File: src/rtl/program_memory_loader_pkg.sv
// Shared types and constants for the Jimmy CPU program store.
// Holds the CPU opcode constants and the loader FSM state encoding.
package program_memory_loader_pkg;

    localparam logic [7:0] OP_NOP           = 8'h70;
    localparam logic [7:0] OP_BRA           = 8'h9D;
    localparam logic [7:0] NOP_WORD_DEFAULT = OP_NOP;

    typedef enum logic [1:0] {
        ST_CLEAR = 2'd0,
        ST_RUN   = 2'd1,
        ST_LOAD  = 2'd2
    } state_e;

endpackage

File: src/rtl/program_memory_loader.sv
// Writable program store for the Jimmy CPU: NOP-filled after reset, loaded at run time
// from a byte stream, and holds the CPU on NOPs while clearing or loading.
module program_memory_loader
    import program_memory_loader_pkg::*;
#(
    parameter int                    ADDR_WIDTH = 8,
    parameter int                    DATA_WIDTH = 8,
    parameter logic [DATA_WIDTH-1:0] NOP_WORD   = DATA_WIDTH'(NOP_WORD_DEFAULT)
) (
    input  logic                  program_clk,
    input  logic                  reset,
    input  logic [ADDR_WIDTH-1:0] address_bus,
    output logic [DATA_WIDTH-1:0] data_bus,
    output logic                  cpu_hold,
    input  logic                  load_start,
    input  logic                  load_valid,
    input  logic [DATA_WIDTH-1:0] load_data,
    input  logic                  load_last,
    output logic                  load_ready,
    output logic                  load_done,
    output logic                  load_overflow,
    output logic [DATA_WIDTH-1:0] load_checksum
);

    localparam int                    DEPTH     = 2 ** ADDR_WIDTH;
    localparam logic [ADDR_WIDTH-1:0] LAST_ADDR = ADDR_WIDTH'(DEPTH - 1);
    localparam logic [ADDR_WIDTH-1:0] PTR_ONE   = ADDR_WIDTH'(1);
    localparam logic [ADDR_WIDTH-1:0] PTR_ZERO  = ADDR_WIDTH'(0);

    logic [DATA_WIDTH-1:0] r_mem [DEPTH];

    state_e                r_state;
    logic [ADDR_WIDTH-1:0] r_ptr;
    logic                  r_cpu_hold;
    logic                  r_load_ready;
    logic                  r_load_done;
    logic                  r_load_overflow;
    logic [DATA_WIDTH-1:0] r_load_checksum;

    state_e                w_next_state;
    logic [ADDR_WIDTH-1:0] w_next_ptr;
    logic                  w_mem_we;
    logic [DATA_WIDTH-1:0] w_mem_wdata;
    logic                  w_done;
    logic                  w_next_overflow;
    logic [DATA_WIDTH-1:0] w_next_checksum;

    // Next-state, pointer, write-port and load status logic
    always_comb begin
        w_next_state    = r_state;
        w_next_ptr      = r_ptr;
        w_mem_we        = 1'b0;
        w_mem_wdata     = NOP_WORD;
        w_done          = 1'b0;
        w_next_overflow = r_load_overflow;
        w_next_checksum = r_load_checksum;
        case (r_state)
            ST_CLEAR: begin
                w_mem_we = 1'b1;
                if (r_ptr == LAST_ADDR) begin
                    w_next_state = ST_RUN;
                    w_next_ptr   = PTR_ZERO;
                end else begin
                    w_next_ptr = r_ptr + PTR_ONE;
                end
            end
            ST_RUN: begin
                if (load_start) begin
                    w_next_state    = ST_LOAD;
                    w_next_ptr      = PTR_ZERO;
                    w_next_checksum = '0;
                    w_next_overflow = 1'b0;
                end else begin
                    w_next_state = ST_RUN;
                end
            end
            ST_LOAD: begin
                // load_ready is always 1 in LOAD, so a beat is just load_valid
                if (load_valid) begin
                    w_mem_we        = 1'b1;
                    w_mem_wdata     = load_data;
                    w_next_checksum = r_load_checksum + load_data;
                    if (load_last) begin
                        w_next_state = ST_RUN;
                        w_next_ptr   = PTR_ZERO;
                        w_done       = 1'b1;
                    end else if (r_ptr == LAST_ADDR) begin
                        w_next_state    = ST_RUN;
                        w_next_ptr      = PTR_ZERO;
                        w_done          = 1'b1;
                        w_next_overflow = 1'b1;
                    end else begin
                        w_next_ptr = r_ptr + PTR_ONE;
                    end
                end else begin
                    w_next_ptr = r_ptr;
                end
            end
            default: begin
                w_next_state = ST_CLEAR;
                w_next_ptr   = PTR_ZERO;
            end
        endcase
    end

    // State, pointer and registered status outputs
    always_ff @(posedge program_clk or negedge reset) begin
        if (!reset) begin
            r_state         <= ST_CLEAR;
            r_ptr           <= PTR_ZERO;
            r_cpu_hold      <= 1'b1;
            r_load_ready    <= 1'b0;
            r_load_done     <= 1'b0;
            r_load_overflow <= 1'b0;
            r_load_checksum <= '0;
        end else begin
            r_state         <= w_next_state;
            r_ptr           <= w_next_ptr;
            r_cpu_hold      <= (w_next_state != ST_RUN);
            r_load_ready    <= (w_next_state == ST_LOAD);
            r_load_done     <= w_done;
            r_load_overflow <= w_next_overflow;
            r_load_checksum <= w_next_checksum;
        end
    end

    // Program array write port; contents deliberately survive reset until CLEAR overwrites them
    always_ff @(posedge program_clk) begin
        if (w_mem_we) begin
            r_mem[r_ptr] <= w_mem_wdata;
        end
    end

    assign data_bus      = r_cpu_hold ? NOP_WORD : r_mem[address_bus];
    assign cpu_hold      = r_cpu_hold;
    assign load_ready    = r_load_ready;
    assign load_done     = r_load_done;
    assign load_overflow = r_load_overflow;
    assign load_checksum = r_load_checksum;

endmodule

File: config.mk
export PLATFORM = sky130hd
export DESIGN_NAME = program_memory_loader
export DESIGN_NICKNAME = d
export VERILOG_FILES = /design/src/rtl/program_memory_loader_pkg.sv /design/src/rtl/program_memory_loader.sv
export SDC_FILE = /design/constraint.sdc
export NUM_CORES = 2
export LEC_CHECK = 0
export ABC_AREA = 0
export CELL_PAD_IN_SITES_DETAIL_PLACEMENT = 0
export CELL_PAD_IN_SITES_GLOBAL_PLACEMENT = 1
export CORE_MARGIN = 3
export CORE_UTILIZATION = 55
export DETAILED_ROUTE_END_ITERATION = 12
export GPL_TIMING_DRIVEN = 0
export HOLD_SLACK_MARGIN = 0.03
export MAX_ROUTING_LAYER = met4
export PLACE_DENSITY = 0.85
export SLEW_MARGIN = 15
export SYNTH_ARGS = -nofsm -noshare
export SYNTH_HDL_FRONTEND = slang
export SYNTH_SLANG_ARGS = --single-unit
File: constraint.sdc
create_clock -name program_clk -period 8.35 [get_ports program_clk]
set_input_delay 2.0875 -clock program_clk [delete_from_list [all_inputs] [get_ports program_clk]]
set_output_delay 2.0875 -clock program_clk [all_outputs]
set_load 0.01 [all_outputs]
After elaboration in Yosys (flattened, before gate mapping)
Memory sizes are Yosys's and may differ from the RTL's.
Index checks and enable logic that the tools add are counted.
Storage, ports and cells
  register bits: 22
  latch bits: 0
  bits in writable memories: 2048
  memory bits (read-only): 0
  input bits: 21
  memories: 1
Cells by class
  add/sub/neg operators: 2
  multipliers: 0
  div/mod/pow operators: 0
  order comparisons: 0
  equal/unequal tests: 9
  shifts and indexed selects: 0
  multiplexer cells: 28
  bitwise gates (word level): 0
  reductions and logical operators: 5
Memories
  r_mem: depth 256, bits a word 8, read ports 1, clocked after Yosys merged registers in 0, wr ports 1, RTL line program_memory_loader.sv:30  | logic [DATA_WIDTH-1:0] r_mem [DEPTH];
Operators with widths (count)
  8-bit two-way mux: 8
  8-bit one-hot mux with 3 select lines: 1
  8-bit one-hot mux with 2 select lines: 1
  1-bit two-way mux: 11
  8-bit by 1-bit adder with 8-bit output (second input constant): 1
  8-bit adder: 1
  8-bit == test (second input constant): 1
  2-bit two-way mux: 4
  2-bit != test (second input constant): 4
  2-bit one-hot mux with 3 select lines: 1
  5-bit AND reduction: 1
  2-bit == test (second input constant): 2
  1-bit one-hot mux with 2 select lines: 2
  3-bit AND reduction: 1
  2-bit by 1-bit == test with 1-bit output (second input constant): 1
  2-bit logical NOT: 1
  2-bit by 1-bit != test with 1-bit output (second input constant): 1
  2-bit AND reduction: 1
  2-bit nonzero test: 1

Depth between registers and ports, before layout
  word-level depth: 6
  gate-level depth with buffers: 11
  mapped depth without buffers: 8

Worst setup path before layout
No wires, ideal clock.
  path kind: input -> register
  start: input port load_valid
  end: memory r_mem[0][0], data pin
  arrival: 5.732 ns
  required time: 7.484 ns
  path slack: 1.751 ns
  stages: 3
  cell sequence: inv_1 nor2_1 and2_1
Between the ends
  longest elaborated chain between the ends: 2
RTL lines
  start, declared: RTL line program_memory_loader.sv:16  | input logic load_valid,
  8-bit two-way mux: RTL line program_memory_loader.sv:79  | if (load_valid) begin
  8-bit two-way mux: RTL line program_memory_loader.sv:57  | case (r_state)
  via w_mem_wdata[0]: RTL line program_memory_loader.sv:43  | logic [DATA_WIDTH-1:0] w_mem_wdata;
  end, declared: RTL line program_memory_loader.sv:30
The timed path passes the listed nets, and every way through them passes these cells.

Worst setup path after layout
  start: input port address_bus[1]
  end: output port data_bus[7]
Between the ends
  longest elaborated chain between the ends: 2
RTL lines
  start, declared: RTL line program_memory_loader.sv:12  | input logic [ADDR_WIDTH-1:0] address_bus,
  memory 256 x 8 bit
  8-bit two-way mux: RTL line program_memory_loader.sv:134  | assign data_bus = r_cpu_hold ? NOP_WORD : r_mem[address_bus];
  end, declared: RTL line program_memory_loader.sv:13  | output logic [DATA_WIDTH-1:0] data_bus,
Every way passes these cells.

==> results.cfg <==
[power_and_ir_drop]
irDropWorstVdd_mv = 0.220
p_leak_nw = 28.9
p_per_area_mw_per_mm2 = 247
p_total_mw = 22.5

[floorplanning]
start_util_pct = 55.8
core_mm2 = 0.145
pin_count = 41
die_x_um = 389
die_area_mm2 = 0.151
num_rows = 139
die_h_um = 389

[synthesis]
syn_inst = 3725
synth_top_area_share_pct = 76.2
synth-edff-count = 2048
synthTopCellsByArea = edfxtp_1 (76%), mux4_2 (15%), mux2i_1 (1.5%)
seq_area_frac_synth_pct = 76.9
syn_nets = 3758
synth_ff_type = edfxtp_1
synth_area_mm2 = 0.0807
synth_cell_types = 58
synth_warnings = 0
async_flop_share_pct = 1.06
synth.avg_cell_area_um2 = 21.7
yosys.area.top_type = edfxtp_1
synth-seq-cells = 2070

[global_route]
grt_pass1_vias = 41800
grt_pass1_wl_um = 345000
antenna_found_initial = 19
grt_usage_pct = 34.9
gr-total-overflow = 0
grt_max_degree = 82

[critical_path]
crit_path_end_kind = primary output
critical-path-max-stage-delay_ns = 0.68
r2r_start = r_state[0]$_DFF_PN0_
path_max_fanout = 10
crit_family = buffers and inverters
worst-r2r-setup-slack_ns = 3.85
timing.critical_path.buf_inv = 5
worstSetupPathType = in -> out
path_common_cell = buf_4
path_cells = buf_2 > buf_4 > clkbuf_4 > buf_4 > mux4_2 > mux2i_1 > a221oi_1 > o41ai_2 > o21ai_1 > clkdlybuf4s50_1
required_ns = 6.26
crit_path_start_kind = input port
critPathArrivalTime_ns = 6.54
reg2reg_to = r_mem[39][5]$_DFFE_PP_
rr_worst_depth = 5
slowest_stage = o41ai_2

[clock_network]
cts_setup_buffers = 0
cts.reportedPaths.clkPinSlew_ns = 0.06
cts_max_path_buffers = 3
cts_max_level = 4
clkLatencyLatePin_ns = 0.85
cts_buffers = 199
cts_tree = built
cts_num_sinks = 2070
cts-root-buf = clkbuf_16

[drt]
drtIter0Drc = 7953
dr.pass1.iters = 8
wl_um = 255000
vias_per_cell = 7.16
vias = 43500
drc = 0
detail_route.wl_per_cell_um = 41.9
detail-route-antenna-nets = 0

[job]
cap_violations = 0

[timing]
hold_ws_ns = 0.494
hold_viol = 0
slew-limit-headroom_pct = 4.52
slew_violations = 0
clock_skew_ns = 0.0512
post-route-min-period_ns = 8.62
fin_ws_ns = -0.274
setup_viol = 7
worst_pin_slew_ns = 1.43
rsz0062_at_grt = false
fmax_ghz = 0.116
fin_crit_sh_pct = 103

[placement]
dp.cells = 5698
routabilityCongestion = 1.07
portBuffers = 35
hpwl_um = 172000

[min_path]
holdPathStages = 1
hold_class = reg -> reg
min_to = load_checksum[7]$_DFFE_PN0P_
hp-start = load_checksum[7]$_DFFE_PN0P_

[cells_and_area]
fin_cells = 6086
area_delta_synth_final_pct = 13.0
fin_nets = 4025
drive_gt1_share_pct = 26.3
fillerInstances = 9555

[status]
failed_checks = negative setup slack
outcome = finished with violations
## cells in the mapped netlist (18+ instances only)
| master | n |
|---|---|
| nand2_1 | 84 |
| mux2_2 | 50 |
| nor2_1 | 285 |
| nand3_1 | 21 |
| buf_2 | 57 |
| o21ai_0 | 58 |
| mux2i_1 | 122 |
| edfxtp_1 | 2048 |
| clkbuf_1 | 98 |
| buf_4 | 31 |
| o221ai_1 | 32 |
| buf_6 | 19 |
| a21oi_1 | 18 |
| a221oi_1 | 52 |
| dfrtp_1 | 21 |
| mux4_2 | 520 |
## cell type report
type | count | area, um2 | area share [%]
Buffer | 213 | 1300 | 1.42
Sequential cell | 2070 | 62100 | 68.1
Multi-Input combinational cell | 1429 | 17800 | 19.6
Clock buffer | 246 | 5160 | 5.66
Tap cell | 1903 | 2380 | 2.61
Inverter | 9 | 35.0 | 0.0384
Timing Repair Buffer | 70 | 1140 | 1.25
Clock inverter | 119 | 1170 | 1.29
Antenna cell | 27 | 67.6 | 0.0741
## metrics by stage
step           utilization, %  area, um2  setup slack, ns  setup TNS [ns]
3_5_place_dp             58.3      84300            -1.56           -9.53
3_3_place_gp             57.6      83400            -2.93        -4666.26
4_1_cts                  62.8      90900          0.00910               0
5_1_grt                  63.0      91100          0.00210               0
2_1_floorplan               -      80700             1.75               0
6_report                 63.0      91100           -0.274           -1.37
## timing repair
| action | CTS | global route |
|---|---|---|
| setup endpoints to repair | 8 | 7 |
| gates resized for setup | 90 | 33 |
| hold buffers | 0 | 0 |
## logic make-up (layout without fill, tap and decap cells)
| logic type | after synthesis | count (layout) | synth area share (%) |
|---|---|---|---|
| flops | 2070 | 2070 | 76.9 |
| mux | 693 | 693 | 16.7 |
| simple gates | 478 | 478 | 2.52 |
| compound gates | 236 | 236 | 2.06 |
| buf+inv | 226 | 657 | 1.46 |
| fa+ha+maj | 12 | 12 | 0.195 |
| xor+xnor | 10 | 10 | 0.109 |
| other cells | 0 | 27 | 0 |
## layer usage
layer	vias up	global-route usage (%)	wire, um
met5	-	-	0
met4	0	19.7	16700
met3	821	14.2	41300
met2	4101	48.3	112000
met1	22400	44.1	84700
li1	16200	-	-
## report_power, final
part	switching [mW]	internal, mW	total (mW)
Combinational	1.48	0.570	2.05
Clock	3.97	4.88	8.85
Sequential	0.0638	11.6	11.6
## registers in the layout, summed over array words and instances, names as in the netlist
signal	cells
r_mem	2048
load_checksum	8
r_ptr	8
r_state	2
cpu_hold	1
load_done	1
load_overflow	1
load_ready	1
## placed cells by master (no fill, tap or decap), types with 27 or more instances in the layout
cell type        instances
clkbuf_16              199
o21ai_0                 56
nor2_1                 282
clkdlybuf4s50_1         34
buf_2                   35
mux2i_1                119
a221oi_1                35
buf_4                   58
nand2_1                 84
edfxtp_1              2048
clkinv_2                45
clkbuf_1               104
o221ai_1                29
mux4_2                 520
clkinv_1                40
diode_2                 27
mux2_2                  50
clkbuf_2                34
## how the worst max path moves through the flow
stage	endpoint	depth (start not counted)	from	slack [ns]
final	data_bus[7]	10	address_bus[1]	-0.27
after floorplan	r_mem[0][0]$_DFFE_PP_	3	load_valid	1.75
after CTS	data_bus[3]	11	address_bus[2]	0.009
after detailed placement	data_bus[2]	11	address_bus[2]	-1.56
after global routing	data_bus[7]	10	address_bus[0]	0.002
after global placement	r_mem[128][0]$_DFFE_PP_	4	load_valid	-2.93
Note: power is estimated with default switching activity, not from simulation.
